===== config.mk =====
export PLATFORM = sky130hd
export DESIGN_NAME = instruction_fetch_flat
export DESIGN_NICKNAME = d
export VERILOG_FILES = /design/src/rtl/instruction_fetch_if.sv /design/src/rtl/instruction_fetch.sv /design/src/flat_wrapper.sv
export SDC_FILE = /design/constraint.sdc
export NUM_CORES = 1
export LEC_CHECK = 0
export ABC_CLOCK_PERIOD_IN_PS = 4700
export CORE_MARGIN = 3
export CORE_UTILIZATION = 30
export CTS_CLUSTER_DIAMETER = 100
export DETAILED_ROUTE_END_ITERATION = 10
export PLACE_DENSITY = 0.49
export SLEW_MARGIN = 30
export SYNTH_ARGS = -nofsm -noshare
export SYNTH_HDL_FRONTEND = slang
export SYNTH_SLANG_ARGS = --single-unit

===== constraint.sdc =====
create_clock -name clock -period 4.7 [get_ports clock]
set_input_delay 0.47 -clock clock [delete_from_list [all_inputs] [get_ports clock]]
set_output_delay 0.47 -clock clock [all_outputs]
set_load 0.005 [all_outputs]

===== src/rtl/instruction_fetch_if.sv =====
// Instruction memory read channel between the fetch stage and the memory controller.
interface instruction_fetch_if #(
    parameter int MC_AW = 18
);
    logic             if_mc_en;
    logic [MC_AW-1:0] if_mc_addr;
    logic [31:0]      mc_if_data;
    logic             mc_if_ready;

    modport master (
        output if_mc_en,
        output if_mc_addr,
        input  mc_if_data,
        input  mc_if_ready
    );

    modport slave (
        input  if_mc_en,
        input  if_mc_addr,
        output mc_if_data,
        output mc_if_ready
    );
endinterface


===== src/rtl/instruction_fetch.sv =====
// MIPS fetch stage: owns the PC, reads instruction memory over a ready handshake,
// loads IF/ID, applies delayed-branch redirects and parks one word in a skid buffer.
module instruction_fetch #(
    parameter logic [31:0] RESET_PC   = 32'h0000_0000,
    parameter logic [31:0] EXC_VECTOR = 32'h0000_0080,
    parameter int          MC_AW      = 18
) (
    input  logic                clock,
    input  logic                reset,
    input  logic                ex_if_stall,
    input  logic                id_if_selpcsource,
    input  logic [1:0]          id_if_selpctype,
    input  logic [31:0]         id_if_rega,
    input  logic [31:0]         id_if_pcimd2ext,
    input  logic [31:0]         id_if_pcindex,
    instruction_fetch_if.master mc,
    output logic [31:0]         if_id_instruc,
    output logic [31:0]         if_id_nextpc,
    output logic                if_id_valid
);

    typedef enum logic [0:0] {
        FETCH = 1'b0,
        HOLD  = 1'b1
    } state_t;

    state_t      state_r;
    state_t      state_nxt_s;
    logic [31:0] pc_r;
    logic [31:0] pc_plus4_s;
    logic [31:0] pc_next_s;
    logic [31:0] target_raw_s;
    logic [31:0] target_s;
    logic [31:0] redirect_pc_r;
    logic        redirect_pend_r;
    logic [31:0] buf_instruc_r;
    logic [31:0] buf_nextpc_r;
    logic        redirect_s;
    logic        advance_s;
    logic        capture_s;
    logic        bubble_s;
    logic        from_buf_s;
    logic        pc_load_s;
    logic        en_s;

    assign pc_plus4_s    = pc_r + 32'd4;
    assign mc.if_mc_en   = en_s;
    assign mc.if_mc_addr = pc_r[MC_AW+1:2];

    // Redirect target mux and the PC to use once a memory word is accepted
    always_comb begin
        target_raw_s = EXC_VECTOR;
        target_s     = 32'h0000_0000;
        pc_next_s    = pc_plus4_s;
        redirect_s   = if_id_valid & id_if_selpcsource;
        case (id_if_selpctype)
            2'b00:   target_raw_s = id_if_pcimd2ext;
            2'b01:   target_raw_s = id_if_rega;
            2'b10:   target_raw_s = id_if_pcindex;
            2'b11:   target_raw_s = EXC_VECTOR;
            default: target_raw_s = EXC_VECTOR;
        endcase
        target_s = target_raw_s & 32'hFFFF_FFFC;
        if (redirect_s) begin
            pc_next_s = target_s;
        end else if (redirect_pend_r) begin
            pc_next_s = redirect_pc_r;
        end else begin
            pc_next_s = pc_plus4_s;
        end
    end

    // FSM state register
    always_ff @(posedge clock) begin
        if (reset) begin
            state_r <= FETCH;
        end else begin
            state_r <= state_nxt_s;
        end
    end

    // FSM next state and per-cycle control strobes
    always_comb begin
        state_nxt_s = state_r;
        en_s        = 1'b0;
        advance_s   = 1'b0;
        capture_s   = 1'b0;
        bubble_s    = 1'b0;
        from_buf_s  = 1'b0;
        pc_load_s   = 1'b0;
        case (state_r)
            FETCH: begin
                en_s = ~reset;
                if (mc.mc_if_ready) begin
                    pc_load_s = 1'b1;
                    if (ex_if_stall) begin
                        capture_s   = 1'b1;
                        state_nxt_s = HOLD;
                    end else begin
                        advance_s   = 1'b1;
                        state_nxt_s = FETCH;
                    end
                end else if (!ex_if_stall) begin
                    bubble_s = 1'b1;
                end else begin
                    bubble_s = 1'b0;
                end
            end
            HOLD: begin
                if (!ex_if_stall) begin
                    advance_s   = 1'b1;
                    from_buf_s  = 1'b1;
                    state_nxt_s = FETCH;
                end else begin
                    state_nxt_s = HOLD;
                end
            end
            default: begin
                state_nxt_s = FETCH;
            end
        endcase
    end

    // PC, IF/ID, skid buffer and pending-redirect registers
    always_ff @(posedge clock) begin
        if (reset) begin
            pc_r            <= RESET_PC & 32'hFFFF_FFFC;
            if_id_instruc   <= 32'h0000_0000;
            if_id_nextpc    <= 32'h0000_0000;
            if_id_valid     <= 1'b0;
            redirect_pend_r <= 1'b0;
            redirect_pc_r   <= 32'h0000_0000;
            buf_instruc_r   <= 32'h0000_0000;
            buf_nextpc_r    <= 32'h0000_0000;
        end else begin
            // In HOLD the PC is already past the buffered word; only a redirect moves it
            if (pc_load_s) begin
                pc_r <= pc_next_s;
            end else if (from_buf_s && redirect_s) begin
                pc_r <= target_s;
            end
            if (advance_s) begin
                if_id_instruc <= from_buf_s ? buf_instruc_r : mc.mc_if_data;
                if_id_nextpc  <= from_buf_s ? buf_nextpc_r : pc_plus4_s;
                if_id_valid   <= 1'b1;
            end else if (bubble_s) begin
                if_id_instruc <= 32'h0000_0000;
                if_id_valid   <= 1'b0;
            end
            if (capture_s) begin
                buf_instruc_r <= mc.mc_if_data;
                buf_nextpc_r  <= pc_plus4_s;
            end
            if (advance_s || capture_s) begin
                redirect_pend_r <= 1'b0;
            end else if (bubble_s && redirect_s) begin
                redirect_pend_r <= 1'b1;
                redirect_pc_r   <= target_s;
            end
        end
    end

endmodule

===== src/flat_wrapper.sv =====
// flat-port wrapper written by rule: the top's interface ports become plain ports
module instruction_fetch_flat 
#(
    parameter logic [31:0] RESET_PC   = 32'h0000_0000,
    parameter logic [31:0] EXC_VECTOR = 32'h0000_0080,
    parameter int          MC_AW      = 18
)
  (clock, reset, ex_if_stall, id_if_selpcsource, id_if_selpctype, id_if_rega, id_if_pcimd2ext, id_if_pcindex, if_id_instruc, if_id_nextpc, if_id_valid, mc_if_mc_en, mc_if_mc_addr, mc_mc_if_data, mc_mc_if_ready);
  instruction_fetch_if #(.MC_AW(MC_AW)) mc_i ();
  input  logic clock;
  input  logic reset;
  input  logic ex_if_stall;
  input  logic id_if_selpcsource;
  input  logic [1:0] id_if_selpctype;
  input  logic [31:0] id_if_rega;
  input  logic [31:0] id_if_pcimd2ext;
  input  logic [31:0] id_if_pcindex;
  output logic [31:0] if_id_instruc;
  output logic [31:0] if_id_nextpc;
  output logic if_id_valid;
  output wire logic [$bits(mc_i.if_mc_en)-1:0] mc_if_mc_en;
  output wire logic [$bits(mc_i.if_mc_addr)-1:0] mc_if_mc_addr;
  input wire logic [$bits(mc_i.mc_if_data)-1:0] mc_mc_if_data;
  input wire logic [$bits(mc_i.mc_if_ready)-1:0] mc_mc_if_ready;
  assign mc_if_mc_en = mc_i.if_mc_en;
  assign mc_if_mc_addr = mc_i.if_mc_addr;
  assign mc_i.mc_if_data = mc_mc_if_data;
  assign mc_i.mc_if_ready = mc_mc_if_ready;
  instruction_fetch #(.RESET_PC(RESET_PC), .EXC_VECTOR(EXC_VECTOR), .MC_AW(MC_AW)) u_core (.clock(clock), .reset(reset), .ex_if_stall(ex_if_stall), .id_if_selpcsource(id_if_selpcsource), .id_if_selpctype(id_if_selpctype), .id_if_rega(id_if_rega), .id_if_pcimd2ext(id_if_pcimd2ext), .id_if_pcindex(id_if_pcindex), .mc(mc_i), .if_id_instruc(if_id_instruc), .if_id_nextpc(if_id_nextpc), .if_id_valid(if_id_valid));
endmodule

### Word level (Yosys, flattened, before mapping)

Index checks and enable logic that the tools add are counted.
Widths: inputs -> output; s select.

* register bits: 193
* output and inout bits: 84

* $add $sub $neg: 1
* equal/unequal tests: 3
* multiplexer cells: 24
* bitwise logic cells: 4
* reductions and logical operators: 8

Operators with widths (count)
* $mux 32: 8
* $pmux 32 s4: 1
* $add 32x3->32 const B: 1
* $mux 1: 13
* $eq 2x2->1 const B: 2
* $pmux 1 s2: 2
* $reduce_bool 2->1: 2
* $not 1->1: 3
* $eq 2x1->1 const B: 1
* $logic_and 1x1->1: 2
* $logic_not 2->1: 1
* $reduce_and 2->1: 1
* $reduce_or 2->1: 1
* $and 1x1->1: 1
* $logic_or 1x1->1: 1

### Depth between registers and ports, before layout

Gate-level depths: netlist (run 1).

* depth after elaboration: 6
* mapped depth: 8
* gate-level depth less buffers: 6

### Worst setup path before layout (run 1)

OpenSTA, ideal clock, no wires.

* path type: reg-to-reg
* from: reg u_core.pc_r[11]
* to: reg u_core.pc_r[28]
* library setup time: 117 ps
* arrival: 1951 ps
* slack: 2632 ps
* stages on the path, launching flop included: 6
* buffers on the path: 0
* cells stage by stage: dfxtp_1 -> nand4_4 -> or4_4 -> or4_4 -> a21o_1 -> a22o_1

* word-level cells in the longest chain between the ends: 4

RTL lines
* from (decl): RTL line instruction_fetch.sv:29 `logic [31:0] pc_r;`
* from (signal assigned): RTL line instruction_fetch.sv:127 `pc_r <= RESET_PC & 32'hFFFF_FFFC;`
* from (signal assigned): RTL line instruction_fetch.sv:138 `pc_r <= pc_next_s;`
* from (signal assigned): RTL line instruction_fetch.sv:140 `pc_r <= target_s;`
* $add 32x3->32: RTL line instruction_fetch.sv:46 `assign pc_plus4_s = pc_r + 32'd4;`
* $mux 32: RTL line instruction_fetch.sv:66 `end else if (redirect_pend_r) begin`
* $mux 32: RTL line instruction_fetch.sv:64 `if (redirect_s) begin`
* $mux 32: RTL line instruction_fetch.sv:137 `if (pc_load_s) begin`

Every way passes these cells.
A chain may end at the register's enable or synchronous reset.

### Worst setup path after layout (run 1)

* from: in ex_if_stall
* to: reg u_core.pc_r[26]

* word-level cells in the longest chain between the ends: 4

RTL lines
* from (decl): RTL line flat_wrapper.sv:12 `input logic ex_if_stall;`
* $mux 1: RTL line instruction_fetch.sv:110 `if (!ex_if_stall) begin`
* $mux 1: RTL line instruction_fetch.sv:91 `case (state_r)`
* $logic_and 1x1->1: RTL line instruction_fetch.sv:139 `end else if (from_buf_s && redirect_s) begin`
* $reduce_bool 2->1 (no line)

Every way passes these cells.

==> metrics, run 1 <==
run status complete, no violations; final instance count without filler cells 1637; initial core utilization 0.309; number of unique standard cell types used by synthesis 68; number of warnings issued by yosys 0; number of rows in the core area 62; met3 routed WL 1900 µm; wire length of the first global-routing pass 46300 µm; number of synthesized register bits 187; count of cells along the worst hold path 2; maximum clock frequency 352 MHz; normalized max-slew margin 0.337; Top Layer Used met4; total placed cells including tap cells 1605; Avg Vias per Cell 5.16; startpoint type of the worst setup path primary input; Post-DP HPWL 21200 µm; met1 wire length 14100 µm; Final Cycle Share 0.604; peak supply drop 0.263 mV; Detail Route met2 WL 13400 µm; vertical die dimension 179 µm; CTS HTree Levels 4; Data arrival, critical path 3170 ps; Area Growth Syn to Fin 31.8%; Syn Inst Count 1100; unrepaired setup endpoints after global routing no; number of vias in the routed layout 8454; clock transition time at the flip-flop clock pins of the worst setup and hold paths 80 ps; die outline width 179 µm; combined area of all synthesized cells 8990 µm²; area of the die 32100 µm²; count of buffers added by post-CTS timing repair for setup 0; Initial DRT Pass Iterations 5; mean routed wirelength per cell 18.3 µm; most common flop cell mapped by yosys sky130_fd_sc_hd__dfxtp_1; power density over cell area 325 nW/µm²; share of synthesized flip-flops with an asynchronous set or reset 0; clock buffer count from CTS 17; reported max-cap violation count 0; worst reg-to-reg setup slack 2030 ps; Post-synth EDFFs 0; vias in the first global route 7937; endpoint of the worst-slack reg-to-reg timing path u_core.if_id_nextpc[16]$_SDFFE_PP0P_; worst-margin pin slew 984 ps; number of antenna violations at the first check in global routing 0; Ports 219; Final setup violation count 0; CTS tree built; CORE AREA 29100 µm²; pin count of the biggest net entering global routing 76; Routability Congestion 0.939; worst min path class reg2reg; buffers from clock root to sink, at most 2; ANT nets after route 0; Data required, critical path 5030 ps; Static Leakage 4.21 nW; Worst Path Class, Setup in2reg; final worst clock skew 13.8 ps; clock latency on the worst-skew pair 440 ps; total routing usage reported by global routing 0.185; post-cts sizing count 0; WL final 29900 µm; Final Hold Viols 0; Remaining Overflow, GRT 0; share of final-layout standard cells stronger than drive strength 1 0.0726; worst hold path startpoint u_core.if_id_nextpc[8]$_SDFFE_PP0P_; hold-critical path endpoint u_core.if_id_nextpc[8]$_SDFFE_PP0P_; cts-stage hold buffer count 0; Port Buf Inserts 210; fin crit period 2840 ps; depth of the worst register-to-register path 6; clock tree sinks 187; number of remaining DRC errors 0; TNS Setup 0 ps; fill cell instance count of the final layout 2996; Worst Path Max Fanout 15; Clk Tree Root Cell sky130_fd_sc_hd__clkbuf_16; sequential element share of the synthesized area 0.416; antenna cells 0; drt initial violations 516; pins over their slew limit 0; per-instance average area after synthesis 8.17 µm²; worst flop-to-flop path startpoint u_core.pc_r[2]$_SDFFE_PP0P_; NumNets Final 1376; critical path capture point type register
sequential cells by signal, indices dropped and copies added (netlist names):
name and cells:
u_core.buf_instruc_r 32, u_core.buf_nextpc_r 30, u_core.if_id_instruc 32, u_core.if_id_nextpc 30, u_core.if_id_valid 1, u_core.pc_r 30
u_core.redirect_pc_r 30, u_core.redirect_pend_r 1, u_core.state_r 1
layout make-up:
| type | count | area (µm²) | share of cell area |
|---|---|---|---|
| tap | 384 | 480 | 0.0406 |
| multi-input combinational | 784 | 4700 | 0.396 |
| clock buffer | 17 | 425 | 0.0359 |
| inverter | 19 | 71.3 | 0.00602 |
| clock inverter | 15 | 173 | 0.0146 |
| timing repair buffer | 231 | 2260 | 0.191 |
| sequential | 187 | 3740 | 0.316 |
power breakdown:
group          leakage, nW  switching (W)  internal [W]
logic                 2.39       0.000306      0.000310
clock network        0.292       0.000718      0.000763
registers             1.53      0.0000860       0.00167
total                 4.21        0.00111       0.00275
synthesized netlist by cell type, types with 4 or more instances:
library cell	instances	share of area
sky130_fd_sc_hd__dfxtp_1	187	0.42
sky130_fd_sc_hd__a211oi_1	52	0.043
sky130_fd_sc_hd__buf_1	10	0.0042
sky130_fd_sc_hd__buf_2	7	0.0039
sky130_fd_sc_hd__nand3_1	16	0.0089
sky130_fd_sc_hd__mux2i_1	40	0.045
sky130_fd_sc_hd__xor2_1	8	0.0078
sky130_fd_sc_hd__and2_1	5	0.0035
sky130_fd_sc_hd__a22oi_1	15	0.013
sky130_fd_sc_hd__buf_4	23	0.019
sky130_fd_sc_hd__a21o_1	9	0.0075
sky130_fd_sc_hd__mux2_2	11	0.014
sky130_fd_sc_hd__and3_1	5	0.0035
sky130_fd_sc_hd__o221a_2	7	0.0088
sky130_fd_sc_hd__nand4_1	14	0.0097
sky130_fd_sc_hd__nand2_1	136	0.057
sky130_fd_sc_hd__o2bb2ai_1	11	0.011
sky130_fd_sc_hd__nor2_1	105	0.044
sky130_fd_sc_hd__o21a_1	4	0.0033
sky130_fd_sc_hd__a31oi_1	4	0.0028
sky130_fd_sc_hd__inv_1	17	0.0071
sky130_fd_sc_hd__o21ai_0	90	0.050
sky130_fd_sc_hd__a2111oi_0	4	0.0039
sky130_fd_sc_hd__nand2b_1	8	0.0056
sky130_fd_sc_hd__xnor2_1	17	0.017
sky130_fd_sc_hd__nor3_1	31	0.017
sky130_fd_sc_hd__o2bb2a_1	5	0.0056
sky130_fd_sc_hd__o31a_1	4	0.0039
sky130_fd_sc_hd__o22ai_1	23	0.016
sky130_fd_sc_hd__o221ai_1	10	0.0097
sky130_fd_sc_hd__o211ai_1	4	0.0033
sky130_fd_sc_hd__a21oi_1	81	0.045
sky130_fd_sc_hd__clkbuf_1	68	0.028
sky130_fd_sc_hd__nor4_1	11	0.0077
sky130_fd_sc_hd__or3_1	5	0.0035
cell usage in the layout (no fill, tap or decap), types with 7 or more instances in the layout:
| cell | synthesis | routed |
|---|---|---|
| sky130_fd_sc_hd__a211oi_1 | 52 | 52 |
| sky130_fd_sc_hd__a21o_1 | 9 | 9 |
| sky130_fd_sc_hd__a21oi_1 | 81 | 81 |
| sky130_fd_sc_hd__a22oi_1 | 15 | 15 |
| sky130_fd_sc_hd__buf_4 | 23 | 22 |
| sky130_fd_sc_hd__clkbuf_16 | 0 | 17 |
| sky130_fd_sc_hd__clkdlybuf4s50_1 | 0 | 209 |
| sky130_fd_sc_hd__dfxtp_1 | 187 | 187 |
| sky130_fd_sc_hd__inv_1 | 17 | 17 |
| sky130_fd_sc_hd__mux2_2 | 11 | 11 |
| sky130_fd_sc_hd__mux2i_1 | 40 | 40 |
| sky130_fd_sc_hd__nand2_1 | 136 | 136 |
| sky130_fd_sc_hd__nand2b_1 | 8 | 7 |
| sky130_fd_sc_hd__nand3_1 | 16 | 16 |
| sky130_fd_sc_hd__nand4_1 | 14 | 14 |
| sky130_fd_sc_hd__nor2_1 | 105 | 102 |
| sky130_fd_sc_hd__nor3_1 | 31 | 29 |
| sky130_fd_sc_hd__nor4_1 | 11 | 10 |
| sky130_fd_sc_hd__o21ai_0 | 90 | 90 |
| sky130_fd_sc_hd__o221a_2 | 7 | 7 |
| sky130_fd_sc_hd__o221ai_1 | 10 | 10 |
| sky130_fd_sc_hd__o22ai_1 | 23 | 23 |
| sky130_fd_sc_hd__o2bb2ai_1 | 11 | 11 |
| sky130_fd_sc_hd__xnor2_1 | 17 | 17 |
| sky130_fd_sc_hd__xor2_1 | 8 | 8 |
per-stage QoR:
| stage | hold WS, ps | total power, W | util | cell area, µm² | setup slack, ps |
|---|---|---|---|---|---|
| global placement | 433 | 0.00241 | 0.386 | 11200 | 1450 |
| finish | 453 | 0.00386 | 0.407 | 11800 | 1860 |
| floorplan | 431 | 0.00211 | - | 8990 | 2630 |
| global route | 472 | 0.00404 | 0.407 | 11800 | 1730 |
| CTS | 457 | 0.00391 | 0.407 | 11800 | 1870 |
| detailed placement | 442 | 0.00242 | 0.386 | 11200 | 1410 |
worst max-delay path by stage:
stage,start,to,slack (ps),depth (start not counted)
final,ex_if_stall,u_core.pc_r[26]$_SDFFE_PP0P_,1860,6
after global routing,ex_if_stall,u_core.buf_nextpc_r[29]$_SDFFE_PP0P_,1730,6
after CTS,ex_if_stall,u_core.pc_r[26]$_SDFFE_PP0P_,1870,6
after detailed placement,ex_if_stall,u_core.pc_r[26]$_SDFFE_PP0P_,1410,6
after global placement,ex_if_stall,u_core.pc_r[26]$_SDFFE_PP0P_,1450,6
after floorplan,u_core.pc_r[11]$_SDFFE_PP0P_,u_core.pc_r[28]$_SDFFE_PP0P_,2630,5
worst max-delay path, stage by stage:
cell,delay [ps]
sky130_fd_sc_hd__clkdlybuf4s50_1,910
sky130_fd_sc_hd__and4b_1,310
sky130_fd_sc_hd__o21ai_0,780
sky130_fd_sc_hd__a211oi_1,190
sky130_fd_sc_hd__and3_1,250
sky130_fd_sc_hd__a221o_1,240
metal layers:
layer  vias up  track usage
li1       4236            -
met1      3932        0.253
met5         -            0
met3        29       0.0419
met4         0       0.0477
met2       257        0.294
kinds of logic (layout without fill, tap and decap cells):
kind of cell	after synthesis	after routing	share of synthesized area
xor+xnor	25	25	0.0244
simple gates	353	353	0.177
flops	187	187	0.416
fa+ha+maj	1	1	0.00139
compound gates	352	352	0.256
mux	51	51	0.0583
buf+inv	130	282	0.0667
other cells	1	2	0.000417
No activity file was read; power rests on OpenSTA's default activity.
==> run 2, diff against run 1 <==
- ABC_CLOCK_PERIOD_IN_PS: 4700 -> 2600
- PLACE_DENSITY: 0.49 -> 0.51
- clock period: 4.7 -> 2.6 ns (I/O delays scaled with it)
==> run 2 against run 1 <==
Sequential share of layout area down 0.90 points. Critical path type is now reg2reg. Worst hold slack worse by 210 ps. Clock skew down 0.65 ps. Cell count up 2.3%.
==> metrics, run 2 (same netlist as run 1, synthesis figures left out) <==
TNS Setup 0 ps; CTS HTree Levels 4; initial core utilization 0.309; Layout Utilization 0.419; number of rows in the core area 62; Static Leakage 4.41 nW; depth of the worst register-to-register path 7; pins over their slew limit 0; worst reg-to-reg setup slack 260 ps; Routability Congestion 0.928; clock transition time at the flip-flop clock pins of the worst setup and hold paths 80 ps; Port Buf Inserts 210; clock buffer count from CTS 17; Worst Path Max Fanout 4; buffers from clock root to sink, at most 2; WL final 30400 µm; vias in the first global route 8086; unrepaired setup endpoints after global routing no; mean routed wirelength per cell 18.1 µm; normalized max-slew margin 0.513; post-cts sizing count 0; worst-margin pin slew 723 ps; Post-DP HPWL 22300 µm; total routing usage reported by global routing 0.186; placed cell area 11600 µm²; maximum clock frequency 428 MHz; Data arrival, critical path 2720 ps; critical path capture point type register; run status complete, no violations; worst hold path startpoint reset; total placed cells including tap cells 1642; startpoint type of the worst setup path register; worst min path class in2reg; worst flop-to-flop path startpoint u_core.pc_r[2]$_SDFFE_PP0P_; Final Cycle Share 0.898; clock latency on the worst-skew pair 440 ps; number of vias in the routed layout 8548; Worst Path Class, Setup reg2reg; endpoint of the worst-slack reg-to-reg timing path u_core.if_id_nextpc[16]$_SDFFE_PP0P_; clock tree sinks 187; startpoint of the most critical setup path u_core.pc_r[2]$_SDFFE_PP0P_; power density over cell area 583 nW/µm²; ANT nets after route 0; die outline width 179 µm; drt initial violations 512; CORE AREA 29100 µm²; Area Growth Syn to Fin 35.7%; wire length of the first global-routing pass 46700 µm; Ports 219; reported max-cap violation count 0; largest registers u_core.buf_instruc_r (32), u_core.if_id_instruc (32); NumNets Final 1413; vertical die dimension 179 µm; Final setup violation count 0; commonest cells after routing, fill and taps aside sky130_fd_sc_hd__clkdlybuf4s50_1 (209), sky130_fd_sc_hd__dfxtp_1 (187), sky130_fd_sc_hd__nand2_1 (136); antenna cells 0; pre-CTS setup slack 123 ps; Final Hold Viols 0; area of the die 32100 µm²; Avg Vias per Cell 5.11; pin count of the biggest net entering global routing 55; most common library cell in the layout ignoring fill and taps sky130_fd_sc_hd__clkdlybuf4s50_1; fin crit period 2340 ps; number of remaining DRC errors 0; cts-stage hold buffer count 0; Data required, critical path 2990 ps; capture point of the critical path u_core.if_id_nextpc[16]$_SDFFE_PP0P_; Final Instance Area 12200 µm²; number of antenna violations at the first check in global routing 0; peak supply drop 0.440 mV; Clk Tree Root Cell sky130_fd_sc_hd__clkbuf_16; final worst clock skew 13.2 ps; Initial DRT Pass Iterations 5; CTS tree built; count of buffers added by post-CTS timing repair for setup 0; final instance count without filler cells 1674; Final WS setup 264 ps; share of final-layout standard cells stronger than drive strength 1 0.0984; Remaining Overflow, GRT 0
-- run 2: cell count changes in the layout (fill, tap and decap cells not counted), sizes merged --
cell      change
buf          +37
bufinv        -1
clkinv        -1
clkinvlp      -1
inv           +3
-- run 2: how the worst min path moves through the flow --
stage	endpoint	slack [ps]	cells past startpoint
after CTS	u_core.pc_r[20]$_SDFFE_PP0P_	230	2
after global placement	u_core.if_id_instruc[15]$_SDFFE_PP0P_	440	2
after floorplan	u_core.buf_instruc_r[0]$_SDFFE_PP0P_	400	2
final	u_core.pc_r[20]$_SDFFE_PP0P_	250	2
after global routing	u_core.pc_r[17]$_SDFFE_PP0P_	280	2
after detailed placement	u_core.if_id_instruc[1]$_SDFFE_PP0P_	440	2
-- run 2: worst max-delay path: stages, from the launching register on --
cell and delay [ps]:
sky130_fd_sc_hd__dfxtp_1 340, sky130_fd_sc_hd__ha_1 240, sky130_fd_sc_hd__nand4_1 310, sky130_fd_sc_hd__nor4_2 440, sky130_fd_sc_hd__xnor2_1 140, sky130_fd_sc_hd__a2111oi_0 550, sky130_fd_sc_hd__buf_4 200, sky130_fd_sc_hd__a21o_1 70
-- run 2: area by class of cell --
cell class	instances	area, µm²
fill	3015	16900
multi-input combinational	784	4690
sequential	187	3740
timing repair buffer	268	2580
tap	384	480
clock buffer	17	425
clock inverter	15	204
inverter	19	71.3
-- run 2: where the power goes --
part           internal [W]  total [W]  switching, W
registers           0.00302    0.00316      0.000135
logic              0.000604    0.00119      0.000585
clock network       0.00135    0.00276       0.00141
total               0.00498    0.00711       0.00213
-- run 2: metal layers --
| layer | global-route usage | up-vias | wire length [µm] | share of wire |
|---|---|---|---|---|
| met4 | 0.0506 | 0 | 567 | 0.019 |
| met5 | 0 | - | 0 | 0 |
| met2 | 0.294 | 273 | 13400 | 0.44 |
| met3 | 0.0381 | 33 | 1980 | 0.065 |
| li1 | - | 4310 | - | - |
| met1 | 0.259 | 3932 | 14400 | 0.47 |
-- run 2: metrics by stage --
stage               total power [W]  hold WS, ps
finish                      0.00711          245
global route                0.00741          276
CTS                         0.00718          229
detailed placement          0.00442          442
global placement            0.00441          436
floorplan                   0.00381          396
